[src/rtl/io_resp_pkg.sv]
// Shared register map and bit positions for the io_responder CPU slave.
// Latency: n/a (definitions only).
// Backpressure: n/a (definitions only).
package io_resp_pkg;

    typedef logic [31:0] word_t;

    // Register select values taken from ADDR[4:2]
    localparam logic [2:0] REG_TXDATA      = 3'd0;
    localparam logic [2:0] REG_STATUS      = 3'd1;
    localparam logic [2:0] REG_TIMER_LOAD  = 3'd2;
    localparam logic [2:0] REG_TIMER_COUNT = 3'd3;
    localparam logic [2:0] REG_CTRL        = 3'd4;

    // STATUS bit positions; the FIFO count occupies [15:8]
    localparam int ST_EMPTY     = 0;
    localparam int ST_FULL      = 1;
    localparam int ST_OVF       = 2;
    localparam int ST_EXPIRED   = 3;
    localparam int ST_COUNT_LSB = 8;

    // CTRL bit positions
    localparam int CTRL_TIMER_EN    = 0;
    localparam int CTRL_IRQ_EN      = 1;
    localparam int CTRL_AUTO_RELOAD = 2;

    // Assemble the STATUS read word from its fields
    function automatic word_t pack_status(input logic empty, input logic full,
                                          input logic ovf, input logic expired,
                                          input logic [7:0] count);
        word_t w;
        w                            = '0;
        w[ST_EMPTY]                  = empty;
        w[ST_FULL]                   = full;
        w[ST_OVF]                    = ovf;
        w[ST_EXPIRED]                = expired;
        w[ST_COUNT_LSB +: 8]         = count;
        return w;
    endfunction

endpackage

[src/rtl/io_responder_if.sv]
// CPU bus plus output stream bundle for io_responder.
// Latency: n/a (wiring only).
// Backpressure: out_ready from the stream sink throttles out_valid/out_data.
interface io_responder_if;
    import io_resp_pkg::*;

    logic  CS;
    logic  WR_RD;
    word_t ADDR;
    word_t Data_BUS_WRITE;
    word_t Data_BUS_READ;
    word_t out_data;
    logic  out_valid;
    logic  out_ready;
    logic  irq;

    // CPU / stream-sink side
    modport master (
        output CS, WR_RD, ADDR, Data_BUS_WRITE, out_ready,
        input  Data_BUS_READ, out_data, out_valid, irq
    );

    // io_responder side
    modport slave (
        input  CS, WR_RD, ADDR, Data_BUS_WRITE, out_ready,
        output Data_BUS_READ, out_data, out_valid, irq
    );

endinterface

[src/rtl/io_resp_fifo.sv]
// Synchronous word FIFO with simultaneous push/pop, head shown combinationally.
// Latency: a pushed word is at the head one cycle after its push edge (if FIFO was empty).
// Backpressure: push is dropped when full unless a pop happens in the same cycle.
module io_resp_fifo
    import io_resp_pkg::*;
#(
    parameter int DEPTH = 8
) (
    input  logic                   clk,
    input  logic                   rst,
    input  logic                   push,
    input  word_t                  push_dat,
    input  logic                   pop,
    output word_t                  head_dat,
    output logic                   full,
    output logic                   empty,
    output logic [$clog2(DEPTH):0] count
);

    localparam int AW = $clog2(DEPTH);
    localparam int CW = AW + 1;
    localparam logic [CW-1:0] FULL_CNT = CW'(DEPTH);

    word_t         mem [DEPTH];
    logic [AW-1:0] wr_ptr;
    logic [AW-1:0] rd_ptr;
    logic          pop_ok;
    logic          push_ok;

    assign empty    = (count == '0);
    assign full     = (count == FULL_CNT);
    assign pop_ok   = pop & ~empty;
    // A full FIFO still takes a word when the head leaves on the same edge
    assign push_ok  = push & (~full | pop_ok);
    assign head_dat = empty ? '0 : mem[rd_ptr];

    // Pointer and occupancy update; pointers wrap naturally (power-of-two depth)
    always_ff @(posedge clk) begin
        if (rst) begin
            wr_ptr <= '0;
            rd_ptr <= '0;
            count  <= '0;
        end else begin
            if (push_ok) wr_ptr <= wr_ptr + 1'b1;
            if (pop_ok)  rd_ptr <= rd_ptr + 1'b1;
            case ({push_ok, pop_ok})
                2'b10:   count <= count + 1'b1;
                2'b01:   count <= count - 1'b1;
                default: count <= count;
            endcase
        end
    end

    // Storage write; contents need no reset since empty masks the head
    always_ff @(posedge clk) begin
        if (!rst && push_ok) mem[wr_ptr] <= push_dat;
    end

endmodule

[src/rtl/io_responder.sv]
// Zero-wait-state CPU slave: TX FIFO to a valid/ready stream, STATUS/CTRL, optional timer (IO_RESP_TIMER_EN).
// Latency: reads combinational; writes commit on the CS&WR_RD edge; pushed word visible next cycle.
// Backpressure: out_ready stalls the FIFO; TXDATA writes to a full FIFO without a pop are dropped and flag ovf.
module io_responder
    import io_resp_pkg::*;
#(
    parameter int FIFO_DEPTH = 8
) (
    input  logic          CLK,
    input  logic          Rst,
    io_responder_if.slave bus
);

    localparam int CW = $clog2(FIFO_DEPTH) + 1;

    logic [2:0]    reg_sel;
    logic          wr_en;
    logic          rd_en;
    logic          tx_wr;
    logic          status_wr;
    logic          ctrl_wr;
    logic          pop;
    logic          fifo_full;
    logic          fifo_empty;
    logic [CW-1:0] fifo_count;
    word_t         fifo_head;
    logic          ovf;
    logic          ctrl_irq_en;
    word_t         rd_word;
    logic          unused_addr_bits;

    assign reg_sel          = bus.ADDR[4:2];
    assign unused_addr_bits = ^{bus.ADDR[31:5], bus.ADDR[1:0]};
    assign wr_en            = bus.CS &  bus.WR_RD;
    assign rd_en            = bus.CS & ~bus.WR_RD;
    assign tx_wr            = wr_en & (reg_sel == REG_TXDATA);
    assign status_wr        = wr_en & (reg_sel == REG_STATUS);
    assign ctrl_wr          = wr_en & (reg_sel == REG_CTRL);
    assign pop              = ~fifo_empty & bus.out_ready;

    io_resp_fifo #(.DEPTH(FIFO_DEPTH)) u_fifo (
        .clk      (CLK),
        .rst      (Rst),
        .push     (tx_wr),
        .push_dat (bus.Data_BUS_WRITE),
        .pop      (pop),
        .head_dat (fifo_head),
        .full     (fifo_full),
        .empty    (fifo_empty),
        .count    (fifo_count)
    );

    // Sticky overflow: set by a dropped push, cleared by writing 1 to STATUS[2]
    always_ff @(posedge CLK) begin
        if (Rst)                                          ovf <= 1'b0;
        else if (tx_wr && fifo_full && !pop)              ovf <= 1'b1;
        else if (status_wr && bus.Data_BUS_WRITE[ST_OVF]) ovf <= 1'b0;
    end

    // Interrupt enable is always present, even without the timer
    always_ff @(posedge CLK) begin
        if (Rst)          ctrl_irq_en <= 1'b0;
        else if (ctrl_wr) ctrl_irq_en <= bus.Data_BUS_WRITE[CTRL_IRQ_EN];
    end

`ifdef IO_RESP_TIMER_EN
    logic  ctrl_timer_en;
    logic  ctrl_auto_reload;
    logic  load_wr;
    logic  expire_evt;
    logic  expired;
    word_t tmr_load;
    word_t tmr_count;

    assign load_wr    = wr_en & (reg_sel == REG_TIMER_LOAD);
    // A TIMER_LOAD write on the same edge pre-empts the 1->0 step
    assign expire_evt = ctrl_timer_en & (tmr_count == 32'd1) & ~load_wr;

    // Timer control bits
    always_ff @(posedge CLK) begin
        if (Rst) begin
            ctrl_timer_en    <= 1'b0;
            ctrl_auto_reload <= 1'b0;
        end else if (ctrl_wr) begin
            ctrl_timer_en    <= bus.Data_BUS_WRITE[CTRL_TIMER_EN];
            ctrl_auto_reload <= bus.Data_BUS_WRITE[CTRL_AUTO_RELOAD];
        end
    end

    // Down-counter: load write wins, else count down to 0 (or reload on expiry)
    always_ff @(posedge CLK) begin
        if (Rst) begin
            tmr_load  <= '0;
            tmr_count <= '0;
        end else if (load_wr) begin
            tmr_load  <= bus.Data_BUS_WRITE;
            tmr_count <= bus.Data_BUS_WRITE;
        end else if (ctrl_timer_en && tmr_count != '0) begin
            if (tmr_count == 32'd1) tmr_count <= ctrl_auto_reload ? tmr_load : '0;
            else                    tmr_count <= tmr_count - 32'd1;
        end
    end

    // Sticky expiry flag; a same-edge expiry beats the write-1-to-clear
    always_ff @(posedge CLK) begin
        if (Rst)                                              expired <= 1'b0;
        else if (expire_evt)                                  expired <= 1'b1;
        else if (status_wr && bus.Data_BUS_WRITE[ST_EXPIRED]) expired <= 1'b0;
    end
`else
    logic  ctrl_timer_en;
    logic  ctrl_auto_reload;
    logic  expired;
    word_t tmr_load;
    word_t tmr_count;

    assign ctrl_timer_en    = 1'b0;
    assign ctrl_auto_reload = 1'b0;
    assign expired          = 1'b0;
    assign tmr_load         = '0;
    assign tmr_count        = '0;
`endif

    // Register read mux; TXDATA and unmapped offsets read as zero
    always_comb begin
        rd_word = '0;
        case (reg_sel)
            REG_STATUS:      rd_word = pack_status(fifo_empty, fifo_full, ovf, expired,
                                                   8'(fifo_count));
            REG_TIMER_LOAD:  rd_word = tmr_load;
            REG_TIMER_COUNT: rd_word = tmr_count;
            REG_CTRL: begin
                rd_word[CTRL_TIMER_EN]    = ctrl_timer_en;
                rd_word[CTRL_IRQ_EN]      = ctrl_irq_en;
                rd_word[CTRL_AUTO_RELOAD] = ctrl_auto_reload;
            end
            default:         rd_word = '0;
        endcase
    end

    assign bus.Data_BUS_READ = rd_en ? rd_word : '0;
    assign bus.out_valid     = ~fifo_empty;
    assign bus.out_data      = fifo_head;
    assign bus.irq           = expired & ctrl_irq_en;

endmodule

[src/flat_wrapper.sv]
// flat-port wrapper written by rule: the top's interface ports become plain ports
module io_responder_flat import io_resp_pkg::*;
#(
    parameter int FIFO_DEPTH = 8
)
  (CLK, Rst, bus_CS, bus_WR_RD, bus_ADDR, bus_Data_BUS_WRITE, bus_out_ready, bus_Data_BUS_READ, bus_out_data, bus_out_valid, bus_irq);
  io_responder_if bus_i ();
  input  logic CLK;
  input  logic Rst;
  input wire logic [$bits(bus_i.CS)-1:0] bus_CS;
  input wire logic [$bits(bus_i.WR_RD)-1:0] bus_WR_RD;
  input wire logic [$bits(bus_i.ADDR)-1:0] bus_ADDR;
  input wire logic [$bits(bus_i.Data_BUS_WRITE)-1:0] bus_Data_BUS_WRITE;
  input wire logic [$bits(bus_i.out_ready)-1:0] bus_out_ready;
  output wire logic [$bits(bus_i.Data_BUS_READ)-1:0] bus_Data_BUS_READ;
  output wire logic [$bits(bus_i.out_data)-1:0] bus_out_data;
  output wire logic [$bits(bus_i.out_valid)-1:0] bus_out_valid;
  output wire logic [$bits(bus_i.irq)-1:0] bus_irq;
  assign bus_i.CS = bus_CS;
  assign bus_i.WR_RD = bus_WR_RD;
  assign bus_i.ADDR = bus_ADDR;
  assign bus_i.Data_BUS_WRITE = bus_Data_BUS_WRITE;
  assign bus_i.out_ready = bus_out_ready;
  assign bus_Data_BUS_READ = bus_i.Data_BUS_READ;
  assign bus_out_data = bus_i.out_data;
  assign bus_out_valid = bus_i.out_valid;
  assign bus_irq = bus_i.irq;
  io_responder #(.FIFO_DEPTH(FIFO_DEPTH)) u_core (.CLK(CLK), .Rst(Rst), .bus(bus_i));
endmodule
[config.mk]
export PLATFORM = sky130hd
export DESIGN_NAME = io_responder_flat
export DESIGN_NICKNAME = d
export VERILOG_FILES = /design/src/rtl/io_resp_pkg.sv /design/src/rtl/io_responder_if.sv /design/src/rtl/io_resp_fifo.sv /design/src/rtl/io_responder.sv /design/src/flat_wrapper.sv
export SDC_FILE = /design/constraint.sdc
export NUM_CORES = 1
export LEC_CHECK = 0
export CAP_MARGIN = 20
export CELL_PAD_IN_SITES_DETAIL_PLACEMENT = 0
export CELL_PAD_IN_SITES_GLOBAL_PLACEMENT = 1
export CORE_AREA = 2 2 161 163
export CTS_BUF_LIST = sky130_fd_sc_hd__clkbuf_16
export CTS_CLUSTER_SIZE = 10
export DETAILED_ROUTE_END_ITERATION = 10
export DIE_AREA = 0 0 163 165
export PLACE_DENSITY = 0.78
export SYNTH_ARGS = -nofsm -noshare
export SYNTH_HDL_FRONTEND = slang
export SYNTH_SLANG_ARGS = --single-unit
[constraint.sdc]
create_clock -name CLK -period 5.1 [get_ports CLK]
set_clock_uncertainty 0.1 [all_clocks]
set_input_delay 1.02 -clock CLK [delete_from_list [all_inputs] [get_ports CLK]]
set_output_delay 1.02 -clock CLK [all_outputs]
set_load 0.01 [all_outputs]
# Yosys cells after proc, flatten, opt, wreduce, memory -nomap -nowiden
# Memory sizes are Yosys's and may differ from the RTL's. A register that Yosys moved wholly into a read port is not among the register bits.
# Cells that the tools add are included.
# totals
register_bits	12
ram_bits	256
in_bits	69
out_inout_bits	66
memories	1
# mem_list
name	words	word_bits	read_ports	rd_ports_with_merged_regs	wr	line	rtl
u_core.u_fifo.mem	8	32	1	1	1	io_resp_fifo.sv:24	word_t mem [DEPTH];
# classes
addsub	4
n_eq_ne	5
muxes	11
bitwise_logic	12
n_reduce_logical	10
# ops
cell	n
$mux W32	1
$mux W12	1
$mux W9	1
$and A1 B1 Y1	8
$pmux W4 S2	1
$add A3 B1 Y3 const B	2
$mux W3	2
$pmux W3 S2	1
$add A4 B1 Y4 const B	1
$eq A4 B4 Y1 const B	1
$logic_and A1 B1 Y1	4
$logic_not A4 Y1	1
$mux W1	4
$reduce_bool A2 Y1	2
$sub A4 B1 Y4 const B	1
$eq A3 B1 Y1 const B	1
$eq A3 B3 Y1 const B	1
$logic_not A3 Y1	1
$not A1 Y1	3
$eq A2 B1 Y1 const B	1
$eq A2 B2 Y1 const B	1
$logic_not A1 Y1	2
$or A1 B1 Y1	1

# Longest topological paths before layout
# logic_depth
depth_word	9
mapped_depth	13
ltp_nobuf	12

# By module
# From an unflattened synthesis, not the netlist that was laid out.
# hier_totals
hier_cells	544
hier_area_um2	10861.7
# by_module_without_submodules
module	n_inst	cells_each	area_each_um2
io_resp_fifo	1	490	10443.8
io_responder	1	54	417.9

# Least setup slack after synthesis
# OpenSTA, ideal clock, no wires.
# synth_path
path_type	in2reg
startpoint	input bus_ADDR[3]
endpoint	memory u_core.u_fifo.mem[6][0] in the netlist's numbering (enable)
setup_time_ps	468
arrival_time_ps	4365
required_ps	4532
slack_ps	167
cell_stages	4
cell_sequence	nor3b_2 o311ai_4 or3b_1 nor3b_1
# synth_via
elab_chain_cells	6
# synth_lines
item	line	rtl
start, declared	flat_wrapper.sv:12	input wire logic [$bits(bus_i.ADDR)-1:0] bus_ADDR;
$logic_not A3 Y1	io_responder.sv:36	assign tx_wr = wr_en & (reg_sel == REG_TXDATA);
$and A1 B1 Y1	io_responder.sv:36	
$and A1 B1 Y1	io_resp_fifo.sv:34	assign push_ok = push & (~full | pop_ok);
$logic_and A1 B1 Y1	io_resp_fifo.sv:56	if (!rst && push_ok) mem[wr_ptr] <= push_dat;
$mux W1	io_resp_fifo.sv:56	
$mux W1 (not written as such)	io_resp_fifo.sv:56	
end, declared	io_resp_fifo.sv:24	
# Every way passes these cells.

==> out/results.txt <==
Initial core utilization - 42.7%
Max Slew Vio Count - 0
Most common cell after layout, fill and taps aside - edfxtp_1
Syn Std Cell Area - 10700 sq um
Final setup fails - 0
CP max FO - 34
Synth top area share - 71.8%
Cts bufs inserted - 31
Worst-Margin Slew - 0.887 ns
Critical Path RT - 3.98 ns
Tmin final - 4.16 ns
Hpwl dp - 11800 um
Worst Path Arrival - 3.04 ns
Top-level I/O count - 135
Routed len/inst - 21.0 um
Initial antenna violation count - 0
GRT Util Overall - 15.6%
Status - finished clean
CP Capture Point - bus_out_data[6]
Setup TNS - 0 ns
Register area - 7990 sq um
Maximum vdd drop - 0.227 mV
DRC viols - 0
Worst-Skew Late Latency - 0.54 ns
R2R depth - 13
Yosys warns - 0
Synth area leaders - edfxtp_1 72%, mux4_2 13%, mux2i_1 3.3%, dfxtp_1 2.8%, buf_4 1.9%
Clock Sinks - 271
FF-to-FF End - u_core.u_fifo.count[2]
Num rows - 58
CTS H-Tree Depth - 1
Via-to-Cell Ratio - 5.25
Core ar. - 25000 sq um
Synth unique cells - 37
Hold Slack - 0.364 ns
WS Path Type - reg2out
Largest area contributor in the synthesized netlist - edfxtp_1
PD cells - 353 nW/um^2
Ant. Diodes - 0
Avg Cell Area, Syn - 20.2 sq um
GPL Wtd Cong - 0.671
RSZ-0062 raised after global routing - false
Mapped Cells - 531
Iteration-0 DRC Markers - 429
Leakage - 4.01 nW
Vias after detailed routing - 5133
Clock tree buffer depth - 3
Multi-input combinational cell area - 2540 sq um
Crit end category - output pin
Largest net degree at the start of global routing - 35
Layout cell share with drive strength beyond 1 - 19.9%
Worst Setup Start Kind - flip-flop
Fill count - 2003
Max-slew headroom - 40.9%
Die height - 165 um
Final WL - 20600 um
Maxcap violations - 0
Most frequent cells in the layout - 256 x edfxtp_1, 79 x clkdlybuf4s50_1, 64 x mux4_2
Final period util - 81.6%
Hold buffers post-CTS - 0
PostCTS Resize Cnt - 0
Antenna Nets Post-Route - 0
Clock root buffer - clkbuf_16
Seq cells post-synth - 271
Hold Vio Cnt, Final - 0
Hold Crit Class - reg2reg
Post CTS Setup Buffer Count - 0
Global route overflow - 0
Area growth from synthesis to layout - 19.6%
Port Buf Inserts - 79
Number of global-route vias before repair - 5418
Die X - 163 um
First-pass GRT wire length - 31400 um
DIE AREA - 26900 sq um
Clock-pin slew on the worst setup and hold paths - 0.06 ns
Final nets - 709
Achievable frequency - 240 MHz
DR pass1 iterations - 4
R2r setup slk - 1.53 ns
CTS tree - built
RR Startpoint - u_core.u_fifo.count[0]
Seq/Total Area, Yosys - 74.6%
==> how the worst min path moves through the flow <==
| stage | startpoint | endpoint | slack (ns) | cells past startpoint |
|---|---|---|---|---|
| global placement | u_core.ctrl_irq_en | u_core.ctrl_irq_en | 0.36 | 2 |
| detailed placement | u_core.ctrl_irq_en | u_core.ctrl_irq_en | 0.36 | 2 |
| finish | u_core.ctrl_irq_en | u_core.ctrl_irq_en | 0.36 | 2 |
| floorplan | u_core.ctrl_irq_en | u_core.ctrl_irq_en | 0.33 | 2 |
| global route | u_core.ctrl_irq_en | u_core.ctrl_irq_en | 0.38 | 2 |
| CTS | u_core.ctrl_irq_en | u_core.ctrl_irq_en | 0.37 | 2 |
==> per-stage QoR <==
stage	power, W	setup slack, ns	util, %	instances	area, sq um
final	0.00451	0.936	51.1	978	12800
after global routing	0.00466	0.739	51.1	978	12800
after CTS	0.00456	0.812	51.1	978	12800
after detailed placement	0.00272	1.03	47.8	932	12000
after global placement	0.00271	1.09	47.8	932	12000
after floorplan	0.00262	0.167	-	556	10800
==> kinds of logic (layout without fill, tap and decap cells) <==
family	Yosys count	after routing	share of synthesized area (%)
flops	271	271	74.6
mux	100	100	16.8
simple gates	80	80	3.57
buf+inv	55	147	2.96
compound gates	13	13	0.865
xor+xnor	6	6	0.491
fa+ha+maj	5	5	0.585
other cells	1	26	0.0350
==> area by class of cell <==
| cell class | count | area share, % |
|---|---|---|
| multi-input combinational | 230 | 19.9 |
| clock inverter | 15 | 0.469 |
| timing repair buffer | 96 | 7.76 |
| sequential | 271 | 62.5 |
| tap | 330 | 3.23 |
| inverter | 5 | 0.147 |
| clock buffer | 31 | 6.06 |
==> state kept, by name, indices dropped and copies added (netlist names), named ones only <==
register,flops
u_core.ctrl_irq_en,1
u_core.u_fifo.count,4
u_core.u_fifo.wr_ptr,3
u_core.u_fifo.rd_ptr,3
u_core.ovf,1
u_core.u_fifo.mem,256
==> synth_stat cells (all sizes together) <==
| cell type | n |
|---|---|
| nor3 | 3 |
| nand2b | 1 |
| o21bai | 1 |
| nor2b | 1 |
| xnor2 | 1 |
| o311ai | 1 |
| ha | 5 |
| o21ai | 4 |
| nor4bb | 1 |
| conb | 1 |
| or3 | 4 |
| mux2i | 35 |
| and3b | 1 |
| inv | 5 |
| nand3b | 1 |
| clkbuf | 10 |
| nor3b | 3 |
| a21oi | 6 |
| nand2 | 8 |
| nand4 | 1 |
| and2 | 5 |
| nor2 | 47 |
| buf | 40 |
| edfxtp | 256 |
| xor2 | 5 |
| mux4 | 64 |
| or3b | 1 |
| dfxtp | 15 |
| a32oi | 1 |
| nand3 | 3 |
| mux2 | 1 |
==> layer usage <==
metal	global-route usage, %	vias up	routed length [um]
met5	0	-	0
met4	3.94	0	280
met1	20.3	2657	8500
met3	2.76	25	1160
met2	27.3	176	10600
li1	-	2275	-
==> worst max-delay path: stages (launching register included) <==
cell,delay [ns]
dfxtp_4,0.76
buf_12,0.36
mux4_2,0.54
mux2i_1,0.25
nor2_1,0.07
clkdlybuf4s50_1,0.50
==> power by group <==
part | internal, W | total [W] | switching [W] | leakage (nW)
clock | 0.00107 | 0.00184 | 0.000773 | 0.453
combinational | 0.000112 | 0.000219 | 0.000107 | 1.14
sequential | 0.00244 | 0.00245 | 0.0000133 | 2.42
total | 0.00362 | 0.00451 | 0.000893 | 4.01
Note: power is estimated with default switching activity, not from simulation.
